### src/rtl/ppu_pkg.sv
// ppu_pkg: PPU pixel-SRAM constants and reader state type.
//   PPU_ADDR_W  word address width of the 1024x24 pixel SRAM
//   PPU_DATA_W  pixel word width
//   rd_state_t  sram_line_reader FSM states
package ppu_pkg;
  localparam int PPU_ADDR_W = 10;
  localparam int PPU_DATA_W = 24;

  typedef enum logic [1:0] {
    IDLE  = 2'd0,
    READ  = 2'd1,
    DRAIN = 2'd2
  } rd_state_t;
endpackage

### src/rtl/ppu_sync_fifo.sv
// ppu_sync_fifo: single-clock FIFO with first-word-fall-through head.
//   clk, rst         clock, synchronous active-high reset (empties FIFO)
//   push, push_data  write one entry (ignored when full)
//   pop              remove head entry (ignored when empty)
//   head             current head entry, meaningful while !empty
//   empty, count     occupancy status
module ppu_sync_fifo
  import ppu_pkg::*;
#(
  parameter int W     = 25,
  parameter int DEPTH = 4
) (
  input  logic                     clk,
  input  logic                     rst,
  input  logic                     push,
  input  logic [W-1:0]             push_data,
  input  logic                     pop,
  output logic [W-1:0]             head,
  output logic                     empty,
  output logic [$clog2(DEPTH):0]   count
);
  localparam int AW = $clog2(DEPTH);

  logic [W-1:0]  mem [DEPTH];
  logic [AW-1:0] wr_ptr, rd_ptr;
  logic          do_push, do_pop;

  assign do_push = push && (count != (AW+1)'(DEPTH));
  assign do_pop  = pop && (count != '0);
  assign empty   = (count == '0);
  assign head    = mem[rd_ptr];

  always_ff @(posedge clk) begin
    if (rst) begin
      wr_ptr <= '0;
      rd_ptr <= '0;
      count  <= '0;
    end else begin
      if (do_push) wr_ptr <= wr_ptr + 1'b1;
      if (do_pop)  rd_ptr <= rd_ptr + 1'b1;
      case ({do_push, do_pop})
        2'b10:   count <= count + 1'b1;
        2'b01:   count <= count - 1'b1;
        default: count <= count;
      endcase
    end
  end

  // Storage carries no reset; only the pointers define validity.
  always_ff @(posedge clk) begin
    if (do_push) mem[wr_ptr] <= push_data;
  end
endmodule

### src/rtl/sram_line_reader.sv
// sram_line_reader: port-B read master streaming a run of consecutive SRAM
// words to a valid/ready pixel consumer.
//   sram_clk, sram_rst           clock, synchronous active-high reset
//   start, base_addr, length     run command (accepted only when idle)
//   busy, done                   run in progress / 1-cycle completion pulse
//   SRAM_CS_B_N, SRAM_WE_B_N,
//   SRAM_ADDR_B, SRAM_RDATA_B    SRAM port B (read only, 1-cycle latency)
//   pix_valid, pix_data,
//   pix_last, pix_ready          output stream
// Optional: define SRAM_LINE_READER_STALL_CNT_EN to add stall_cnt[15:0],
// a saturating count of busy cycles where the consumer held off a valid word.
module sram_line_reader
  import ppu_pkg::*;
#(
  parameter int ADDR_W     = PPU_ADDR_W,
  parameter int DATA_W     = PPU_DATA_W,
  parameter int FIFO_DEPTH = 4
) (
  input  logic              sram_clk,
  input  logic              sram_rst,
  input  logic              start,
  input  logic [ADDR_W-1:0] base_addr,
  input  logic [ADDR_W:0]   length,
  output logic              busy,
  output logic              done,
  output logic              SRAM_CS_B_N,
  output logic              SRAM_WE_B_N,
  output logic [ADDR_W-1:0] SRAM_ADDR_B,
  input  logic [DATA_W-1:0] SRAM_RDATA_B,
  output logic              pix_valid,
  output logic [DATA_W-1:0] pix_data,
  output logic              pix_last,
  input  logic              pix_ready
`ifdef SRAM_LINE_READER_STALL_CNT_EN
  ,
  output logic [15:0]       stall_cnt
`endif
);
  localparam int CW = $clog2(FIFO_DEPTH);

  rd_state_t         state, state_nx;
  logic [ADDR_W-1:0] addr;
  logic [ADDR_W:0]   len_r, issued;
  logic              rd_pending, rd_last;
  logic              issue, last_issue, accept, pop, done_nx;
  logic [CW:0]       fifo_count, credit_used;
  logic [DATA_W:0]   head;
  logic              fifo_empty;

  // Words already buffered plus the one still in the SRAM read pipe must
  // leave room for the word about to be requested.
  assign credit_used = fifo_count + (CW+1)'(rd_pending);
  assign last_issue  = (issued == len_r - (ADDR_W+1)'(1));

  always_ff @(posedge sram_clk) begin
    if (sram_rst) state <= IDLE;
    else          state <= state_nx;
  end

  always_comb begin
    state_nx = state;
    issue    = 1'b0;
    accept   = 1'b0;
    done_nx  = 1'b0;
    case (state)
      IDLE: if (start) begin
        accept = 1'b1;
        if (length != '0) state_nx = READ;
        else              done_nx  = 1'b1;
      end
      READ: begin
        issue = (issued < len_r) && (credit_used < (CW+1)'(FIFO_DEPTH));
        if (issue && last_issue) state_nx = DRAIN;
      end
      DRAIN: if (pop && pix_last) begin
        state_nx = IDLE;
        done_nx  = 1'b1;
      end
      default: state_nx = IDLE;
    endcase
  end

  always_ff @(posedge sram_clk) begin
    if (sram_rst) begin
      addr       <= '0;
      len_r      <= '0;
      issued     <= '0;
      rd_pending <= 1'b0;
      rd_last    <= 1'b0;
      done       <= 1'b0;
    end else begin
      done       <= done_nx;
      rd_pending <= issue;
      rd_last    <= issue && last_issue;
      if (accept) begin
        addr   <= base_addr;
        len_r  <= length;
        issued <= '0;
      end else if (issue) begin
        addr   <= addr + 1'b1;   // wraps mod 2^ADDR_W
        issued <= issued + 1'b1;
      end
    end
  end

  assign busy        = (state != IDLE);
  assign SRAM_CS_B_N = ~issue;
  assign SRAM_WE_B_N = 1'b1;
  assign SRAM_ADDR_B = addr;

  // The last flag travels with its data word so pix_last needs no counter
  // on the output side.
  ppu_sync_fifo #(.W(DATA_W+1), .DEPTH(FIFO_DEPTH)) u_fifo (
    .clk       (sram_clk),
    .rst       (sram_rst),
    .push      (rd_pending),
    .push_data ({rd_last, SRAM_RDATA_B}),
    .pop       (pop),
    .head      (head),
    .empty     (fifo_empty),
    .count     (fifo_count)
  );

  assign pix_valid = ~fifo_empty;
  assign pix_data  = head[DATA_W-1:0];
  assign pix_last  = pix_valid & head[DATA_W];
  assign pop       = pix_valid & pix_ready;

`ifdef SRAM_LINE_READER_STALL_CNT_EN
  always_ff @(posedge sram_clk) begin
    if (sram_rst)                                   stall_cnt <= '0;
    else if (accept)                                stall_cnt <= '0;
    else if (busy && pix_valid && !pix_ready &&
             stall_cnt != 16'hFFFF)                 stall_cnt <= stall_cnt + 1'b1;
  end
`endif
endmodule

### config.mk
export PLATFORM = sky130hd
export DESIGN_NAME = sram_line_reader
export DESIGN_NICKNAME = d
export VERILOG_FILES = /design/src/rtl/ppu_pkg.sv /design/src/rtl/ppu_sync_fifo.sv /design/src/rtl/sram_line_reader.sv
export SDC_FILE = /design/constraint.sdc
export NUM_CORES = 1
export LEC_CHECK = 0
export ABC_AREA = 1
export BUFFER_PORTS_ARGS = -buffer_cell sky130_fd_sc_hd__buf_2
export CAP_MARGIN = 20
export CELL_PAD_IN_SITES_DETAIL_PLACEMENT = 1
export CELL_PAD_IN_SITES_GLOBAL_PLACEMENT = 1
export CORE_ASPECT_RATIO = 1.4
export CORE_MARGIN = 8
export CORE_UTILIZATION = 40
export CTS_BUF_LIST = sky130_fd_sc_hd__clkbuf_8
export CTS_CLUSTER_SIZE = 12
export DETAILED_ROUTE_END_ITERATION = 10
export PLACE_DENSITY = 0.78
export RECOVER_POWER = 25
export SKIP_CTS_REPAIR_TIMING = 1
export SYNTH_ARGS = -nofsm -noshare
export SYNTH_HDL_FRONTEND = slang
export SYNTH_SLANG_ARGS = --single-unit
export TNS_END_PERCENT = 50
### constraint.sdc
create_clock -name sram_clk -period 2.2 [get_ports sram_clk]
set_input_delay 0.11 -clock sram_clk [delete_from_list [all_inputs] [get_ports sram_clk]]
set_output_delay 0.11 -clock sram_clk [all_outputs]
set_load 0.05 [all_outputs]
# == Word-level counts from Yosys, hierarchy flattened ==
# Memory sizes are Yosys's and may differ from the RTL's. A register that Yosys moved wholly into a read port is not among the register bits.
# Index checks and enable logic that the tools add are counted.
# op_classes
n_addsub,8
n_eq_ne,10
n_bitwise,4
n_reduce_logical,15
n_mux,19
magnitude_cmp,2
# ops
cell,count
10-bit 2-to-1 mux,2
2-bit 2-to-1 mux,6
"11-bit by 1-bit adder with 11-bit output, second input constant",1
11-bit equality test,1
11-bit < comparator,1
11-bit nonzero test,1
"11-bit by 1-bit subtractor with 11-bit output, second input constant",1
"10-bit by 1-bit adder with 10-bit output, second input constant",1
1-bit 2-to-1 mux,8
"2-bit != test, second input constant",4
1-bit logical AND,6
2-bit one-hot mux with 3 select lines,1
3-bit one-hot mux with 2 select lines,1
2-bit nonzero test,3
"2-bit by 1-bit adder with 2-bit output, second input constant",2
"2-bit by 1-bit equality test with 1-bit output, second input constant",2
"2-bit equality test, second input constant",2
4-bit AND reduction,1
3-bit by 1-bit adder with 3-bit output,1
"3-bit by 1-bit adder with 3-bit output, second input constant",1
3-bit zero test,1
"3-bit < comparator, second input constant",1
"3-bit != test, second input constant",1
3-bit nonzero test,1
6 further kinds,8
# word_totals
word_cells,69
input_bits,49
mem_bits_rw,100
mem_count,1
ff_bits,44
output_inout_bits,40
# memory_table
name,depth,width,rd,rd_ports_with_merged_regs,wr,line,source
u_fifo.mem,4,25,1,1,1,ppu_sync_fifo.sv:24,logic [W-1:0] mem [DEPTH];

# == Logic depth before layout (Yosys ltp) ==
# Gate-level depths: netlist of the first run.
# depth
word_depth,6
depth_mapped,15
depth_no_buf,14

# == Hierarchy ==
# From an unflattened synthesis of the first run, not the netlist that was laid out.
# hier_totals
cells_unflattened,705
area_unflattened_um2,6904.1
# modules_own_cells
mod,instances,area_per_inst_um2,cells_per_inst
ppu_sync_fifo,1,4301.6,311
sram_line_reader,1,2602.5,394

# == Worst setup path after synthesis of the first run ==
# OpenSTA, ideal clock, no wires.
# synth_timing
kind,register -> register
startpoint,reg u_fifo.wr_ptr[0]
endpoint,"mem u_fifo.mem[2][0], enable pin"
synth_period_minus_slack_ps,2061
arrival_ps,1654
t_required_ps,1793
setup_slack_ps,139
n_path_buf,0
path_stages_with_launch,5
cell_sequence,dfxtp_1 -> inv_1 -> ha_1 -> inv_1 -> nor2_1
# synth_rtl
element,line,source
from (decl),ppu_sync_fifo.sv:25,"logic [AW-1:0] wr_ptr, rd_ptr;"
from (signal assigned),ppu_sync_fifo.sv:39,if (do_push) wr_ptr <= wr_ptr + 1'b1;
to (decl),ppu_sync_fifo.sv:24,
# No word-level cell before the write port.

# == Worst setup path in the final report of the first run ==
# layout_timing
startpoint,reg len_r[1]
endpoint,out SRAM_CS_B_N
# layout_between
elab_chain_len,4
# layout_rtl
element,line,source
from (decl),sram_line_reader.sv:43,"logic [ADDR_W:0] len_r, issued;"
from (signal assigned),sram_line_reader.sv:97,len_r <= length;
11-bit < comparator,sram_line_reader.sv:72,issue = (issued < len_r) && (credit_used < (CW+1)'(FIFO_DEPTH));
1-bit logical AND,sram_line_reader.sv:72,
1-bit 2-to-1 mux,sram_line_reader.sv:65,case (state)
1-bit NOT,sram_line_reader.sv:107,assign SRAM_CS_B_N = ~issue;
to (decl),sram_line_reader.sv:26,"output logic SRAM_CS_B_N,"
# Every way passes these cells.

==> run summary, run 1 <==
Worst Hold End -> len_r[8]
crit end category -> output port
Die Wd -> 125 um
register area share after synthesis -> 59.5%
Antenna Violating Nets Remaining -> 0
DR pass1 iterations -> 5
grt ovf -> 0
worst stage delay on the critical path -> 0.35 ns
Hold Crit Class -> primary input to register
Synth cell types -> 32
Yosys top cell area share -> 45.5%
Mapped Cells -> 688
WHS -> -0.00860 ns
crit path max fanout -> 6
Synth area leaders -> edfxtp_1 46%, dfxtp_1 14%, o21ai_0 6.7%, nor2_1 5.9%, nand2_1 5.6%
commonest non-fill, non-tap cells in the layout -> 100 x edfxtp_1, 98 x nor2_1, 97 x nand2_1
PnR Total Power -> 7480 uW
area leader, netlist -> edfxtp_1
nets@finish -> 904
Clock Sinks -> 146
Reg2Reg Depth -> 12
Setup CP Type -> register to output port
CTS Root Cell -> clkbuf_8
# Max-Cap Violations -> 0
Top cell by count, worst path -> inv_1
syn nets -> 757
CTS buffer count -> 17
die area -> 0.0209 mm^2
final setup skew -> 0.0127 ns
Yosys Warn Count -> 0
Layout Area Growth over Synthesis -> 25.3%
worst r2r src -> len_r[0]
initial antenna violation count -> 0
pin slew with the least headroom to its limit -> 0.798 ns
hpwl dp -> 13200 um
via count -> 5460
worst reg2reg setup slack -> 0.09 ns
min-delay src -> length[8]
htree depth -> 4
clock slew at reported path FFs -> 0.08 ns
Die Y -> 168 um
initial DRC count -> 277
RSZ-0062 raised after global routing -> true
cell area after synthesis -> 0.00660 mm^2
Simple-Gate Fraction of Synth Area -> 15.6%
Area after DPL -> 0.00741 mm^2
Worst slew margin -> 46.8%
Longest Clk Path Bufs -> 2
cell area after layout -> 0.00826 mm^2
Final setup viols -> 0
Starting Density -> 40.8%
Final min period -> 2.17 ns
run status -> finished with violations
vias per std cell -> 5.21
most common cell after layout, fill and taps aside -> edfxtp_1
EDFF count, synth -> 100
drt drc -> 0
Power Dens Cells -> 905 mW/mm^2
FF/Latch Area -> 0.00394 mm^2
pin count of the biggest net entering global routing -> 49
FMAX -> 461 MHz
post-synthesis async set-or-reset flop share -> 0%
Worst IR Drop VDD -> 0.633 mV
Routed wire per std cell -> 17.7 um
CP cell instances -> inv_1, ha_1, a21oi_2, nand2_1, nand3_1, nand4_1, inv_1, nand2_2, buf_6, buf_8
syn avg cell area -> 9.59 um^2
vias in the first global route -> 5802
core area -> 0.0162 mm^2
number of synthesized register bits -> 146
number of placement rows -> 55
Static Leakage -> 0.00324 uW
Crit-path slowest cell -> dfxtp_1
io pins -> 89
PortBufs -> 87
Multi-input gate area -> 0.00243 mm^2
mux cell area share after synthesis -> 0%
max-slew violations -> 0
CTS tree -> done
WP data required -> 2.09 ns
total track usage -> 17.3%
CP startpoint kind -> register
Worst Path Arrival -> 2.06 ns
Skew-Pair Late Insertion Delay -> 0.45 ns
failing checks -> hold timing
largest family of logic cells by synthesized area -> simple AND/OR/NAND/NOR gates
fillcell total -> 1808
Hold Vio Cnt, Final -> 2
placed insts -> 980
top_reg_cell synth -> edfxtp_1
layout cell share with drive strength beyond 1 -> 20.0%
post-synthesis compound-gate area fraction -> 13.6%
final core utilization -> 51.1%
# diodes -> 0
first-pass GRT wire length -> 29200 um
Adder-Cell Fraction of Synth Area -> 3.91%
FF-to-FF End -> state[0]
fin crit share -> 98.6%
Synth Area in XOR/XNOR -> 1.73%
Routed WL -> 18600 um
Placer Congestion -> 0.848
Final Non-Filler Cells -> 1047
Hold Crit Depth -> 3
-- worst max-delay path: cells and delay by family (launching register included) --
| family | cells | cell delay (ns) |
|---|---|---|
| and+or+nand+nor | 4 | 0.40 |
| buffers and inverters | 4 | 0.47 |
| AOI/OAI and AO/OA | 1 | 0.15 |
| DFF | 1 | 0.35 |
| adders and majority gates | 1 | 0.23 |
-- flip-flops by register name (all words and copies together) (netlist names), named ones only --
register       cells
u_fifo.mem       100
issued            11
rd_last            1
len_r             11
u_fifo.wr_ptr      2
rd_pending         1
done               1
SRAM_ADDR_B       10
u_fifo.count       3
u_fifo.rd_ptr      2
state              2
-- layout make-up --
| class | instances | area share, % |
|---|---|---|
| Inverter | 65 | 2.95 |
| Timing Repair Buffer | 152 | 12.3 |
| Clock buffer | 17 | 2.83 |
| Clock inverter | 15 | 1.88 |
| Sequential cell | 146 | 47.7 |
| Tap cell | 199 | 3.01 |
| Multi-Input combinational cell | 453 | 29.4 |
-- worst max-delay path by stage --
stage                     start  cells after the start  slack (ns)          endpoint
3_3_place_gp           len_r[2]                     11        0.12    SRAM_ADDR_B[1]
5_1_grt                len_r[9]                     10       -0.08       SRAM_CS_B_N
6_report               len_r[1]                     10        0.03       SRAM_CS_B_N
2_1_floorplan  u_fifo.wr_ptr[0]                      4        0.14  u_fifo.mem[2][0]
4_1_cts                len_r[2]                     10       -0.30       SRAM_CS_B_N
3_5_place_dp           len_r[2]                     11       -0.08    SRAM_ADDR_B[3]
-- per-layer routing --
metal	wire length (um)	GRT usage [%]	share of wire, %	up-vias
li1	-	-	-	2665
met4	299	5.83	1.6	0
met5	0	0	0	-
met1	7390	18.3	40	2644
met2	10100	32.3	54	126
met3	792	4.49	4.3	25
-- power by group --
part | internal (uW) | total, uW | switching [uW]
registers | 3070 | 3180 | 106
clock network | 1010 | 2090 | 1080
logic | 600 | 2210 | 1610
-- kinds of logic (layout without fill, tap and decap cells) --
family | after synthesis | in the layout
compound gates | 166 | 166
xor+xnor | 13 | 13
fa+ha+maj | 20 | 20
buf+inv | 89 | 249
flops | 146 | 146
other cells | 1 | 1
simple gates | 253 | 253
-- cell usage after synthesis (all sizes together), types with 6 or more instances --
cell	n
dfxtp	46
nor2	105
inv	64
nor3	6
edfxtp	100
o22ai	24
nand4	6
clkbuf	19
xor2	9
nand3	31
ha	19
a21oi	42
o21ai	88
nand2	100
-- through the flow --
step           setup TNS, ns  setup WS (ns)
3_5_place_dp          -0.492        -0.0831
3_3_place_gp               0          0.117
2_1_floorplan              0          0.139
5_1_grt               -0.359        -0.0848
6_report                   0         0.0312
4_1_cts               -0.865         -0.296
(Power assumes the default switching activity.)
==> inputs of run 2 (changes only) <==
--- a/config.mk
+++ b/config.mk
@@ -16,6 +16,7 @@
 export CTS_BUF_LIST = sky130_fd_sc_hd__clkbuf_8
 export CTS_CLUSTER_SIZE = 12
 export DETAILED_ROUTE_END_ITERATION = 10
+export HOLD_SLACK_MARGIN = 0.12
 export PLACE_DENSITY = 0.78
 export RECOVER_POWER = 25
 export SKIP_CTS_REPAIR_TIMING = 1
==> run 2 against run 1 <==
The flow now finishes without violations. Sequential share of layout area fell by 0.96 points. Die area did not move. Clock skew rose by 0.00098 ns. Largest power group unchanged. Non-clock buffer count rose by 17. Via count rose by 1.7%. Routed wire length rose by 3.2%. Clock power barely moved. Sequential power barely moved. Final area rose by 2.1%. Global-route usage did not move. Largest cell class unchanged.
==> run summary, run 2 (synthesis results as in run 1) <==
CTS Root Cell -> clkbuf_8
final setup skew -> 0.0137 ns (+0.000975 ns)
Hold Vio Cnt, Final -> 0 (-2)
Regs by FF count -> u_fifo.mem (100), issued (11), len_r (11)
PortBufs -> 87 (unchanged)
sw power -> 2810 uW (+0.51%)
Die Y -> 168 um (unchanged)
Final min period -> 2.17 ns (-0.00335 ns)
Worst IR Drop VDD -> 0.633 mV (about the same)
grt ovf -> 0 (unchanged)
Worst Path Arrival -> 2.06 ns (about the same)
Longest Clk Path Bufs -> 2 (unchanged)
nets@finish -> 921 (+1.9%)
register bank with the most flops -> u_fifo.mem
RSZ-0062 raised after global routing -> true
Hold Crit Class -> primary input to register
hpwl dp -> 13200 um (unchanged)
TNS Setup -> 0 ns (unchanged)
clock slew at reported path FFs -> 0.08 ns (about the same)
max FFs per register -> 100 (unchanged)
max-slew violations -> 0 (unchanged)
Reg power frac -> 42.3% (-0.2 points)
commonest non-fill, non-tap cells in the layout -> 100 x edfxtp_1, 98 x nor2_1, 97 x nand2_1
Placer Congestion -> 0.848 (unchanged)
layout cell share with drive strength beyond 1 -> 19.7% (-0.39 points)
Routed wire per std cell -> 18.0 um (+1.5%)
Skew-Pair Late Insertion Delay -> 0.45 ns (about the same)
vias in the first global route -> 5802 (unchanged)
Worst slew margin -> 46.9% (+0.088 points)
io pins -> 89 (unchanged)
Reg2Reg Depth -> 12 (unchanged)
total track usage -> 17.3% (unchanged)
most common cell after layout, fill and taps aside -> edfxtp_1
htree depth -> 4 (unchanged)
first-pass GRT wire length -> 29200 um (unchanged)
clock network fraction of design power -> 27.8% (-0.2 points)
pin count of the biggest net entering global routing -> 49 (unchanged)
crit end category -> output port
Internal -> 4710 uW (+0.40%)
# Max-Cap Violations -> 0 (unchanged)
Antenna Violating Nets Remaining -> 0 (unchanged)
crit path max fanout -> 6 (unchanged)
run status -> completed
drt drc -> 0 (unchanged)
Clock Sinks -> 146 (unchanged)
Starting Density -> 40.8% (unchanged)
DR pass1 iterations -> 4 (-1)
PnR Total Power -> 7510 uW (+0.44%)
CTS tree -> done
die area -> 0.0209 mm^2 (unchanged)
Layout Area Growth over Synthesis -> 27.8%
initial DRC count -> 298 (+7.6%)
CP startpoint kind -> register
Static Leakage -> 0.00331 uW (+2.3%)
Setup CP Type -> register to output port
initial antenna violation count -> 0 (unchanged)
switch share -> 37.4% (about the same)
CTS buffer count -> 17 (unchanged)
# diodes -> 0 (unchanged)
pin slew with the least headroom to its limit -> 0.796 ns (-0.00132 ns)
fin crit share -> 98.4% (-0.15 points)
Final setup viols -> 0 (unchanged)
WP data required -> 2.09 ns (about the same)
Routed WL -> 19100 um (+3.2%)
worst reg2reg setup slack -> 0.10 ns (about the same)
combinational share of power -> 29.9% (+0.3 points)
Power Dens Cells -> 891 mW/mm^2 (-1.6%)
number of placement rows -> 55 (unchanged)
final core utilization -> 52.1% (+1.1 points)
core area -> 0.0162 mm^2 (unchanged)
via count -> 5555 (+1.7%)
Hold Crit Depth -> 5 (+2)
FMAX -> 462 MHz (+0.16%)
vias per std cell -> 5.22 (+0.11%)
Die Wd -> 125 um (unchanged)
==> run 2: layer usage <==
metal	global-route usage, %	wire length [um]	vias up	share of wire [%]
met2	32.3	10500	125	55
met5	0	0	-	0
li1	-	-	2700	-
met1	18.3	7560	2706	40
met3	4.49	793	24	4.1
met4	5.83	312	0	1.6
==> run 2: worst paths after layout <==
| path | startpoint | to |
|---|---|---|
| setup / recovery | len_r[1] | SRAM_CS_B_N |
| setup reg to reg | len_r[0] | state[0] |
| hold / removal | pix_ready | u_fifo.rd_ptr[0] |
| hold reg to reg | rd_last | u_fifo.mem[0][24] |
==> run 2: power groups by stage <==
stage          Sequential, uW  Combinational [uW]  Clock (uW)
6_report                 3180                2250        2090
5_1_grt                  3200                2440        2240
4_1_cts                  3170                2120        2140
3_5_place_dp             3230                2120           0
3_3_place_gp             3220                2030           0
2_1_floorplan            3310                1410           0
==> run 2: layout make-up <==
cell class,instances,area [um^2]
Timing Repair Buffer,169,1180
Fill cell,1804,7740
Inverter,65,244
Clock inverter,15,155
Clock buffer,17,234
Sequential cell,146,3940
Tap cell,199,249
Multi-Input combinational cell,453,2430
==> run 2: stage by stage <==
stage / cells / hold WS (ns) / worst slack [ns] / instance area, um^2
3_3_place_gp: 980 / 0.325 / 0.117 / 7410
3_5_place_dp: 980 / 0.331 / -0.0831 / 7410
4_1_cts: 1012 / -0.160 / -0.296 / 7800
2_1_floorplan: 688 / 0.179 / 0.139 / 6600
5_1_grt: 1064 / 0.193 / -0.0867 / 8430
6_report: 1064 / 0.175 / 0.0346 / 8430
==> run 2: critical path: stages, from the launching register on <==
cell and delay (ns):
dfxtp_1 0.35, inv_1 0.09, ha_1 0.23, a21oi_2 0.15, nand2_1 0.11, nand3_1 0.09, nand4_1 0.12, inv_1 0.09
nand2_2 0.08, buf_6 0.15, buf_8 0.14
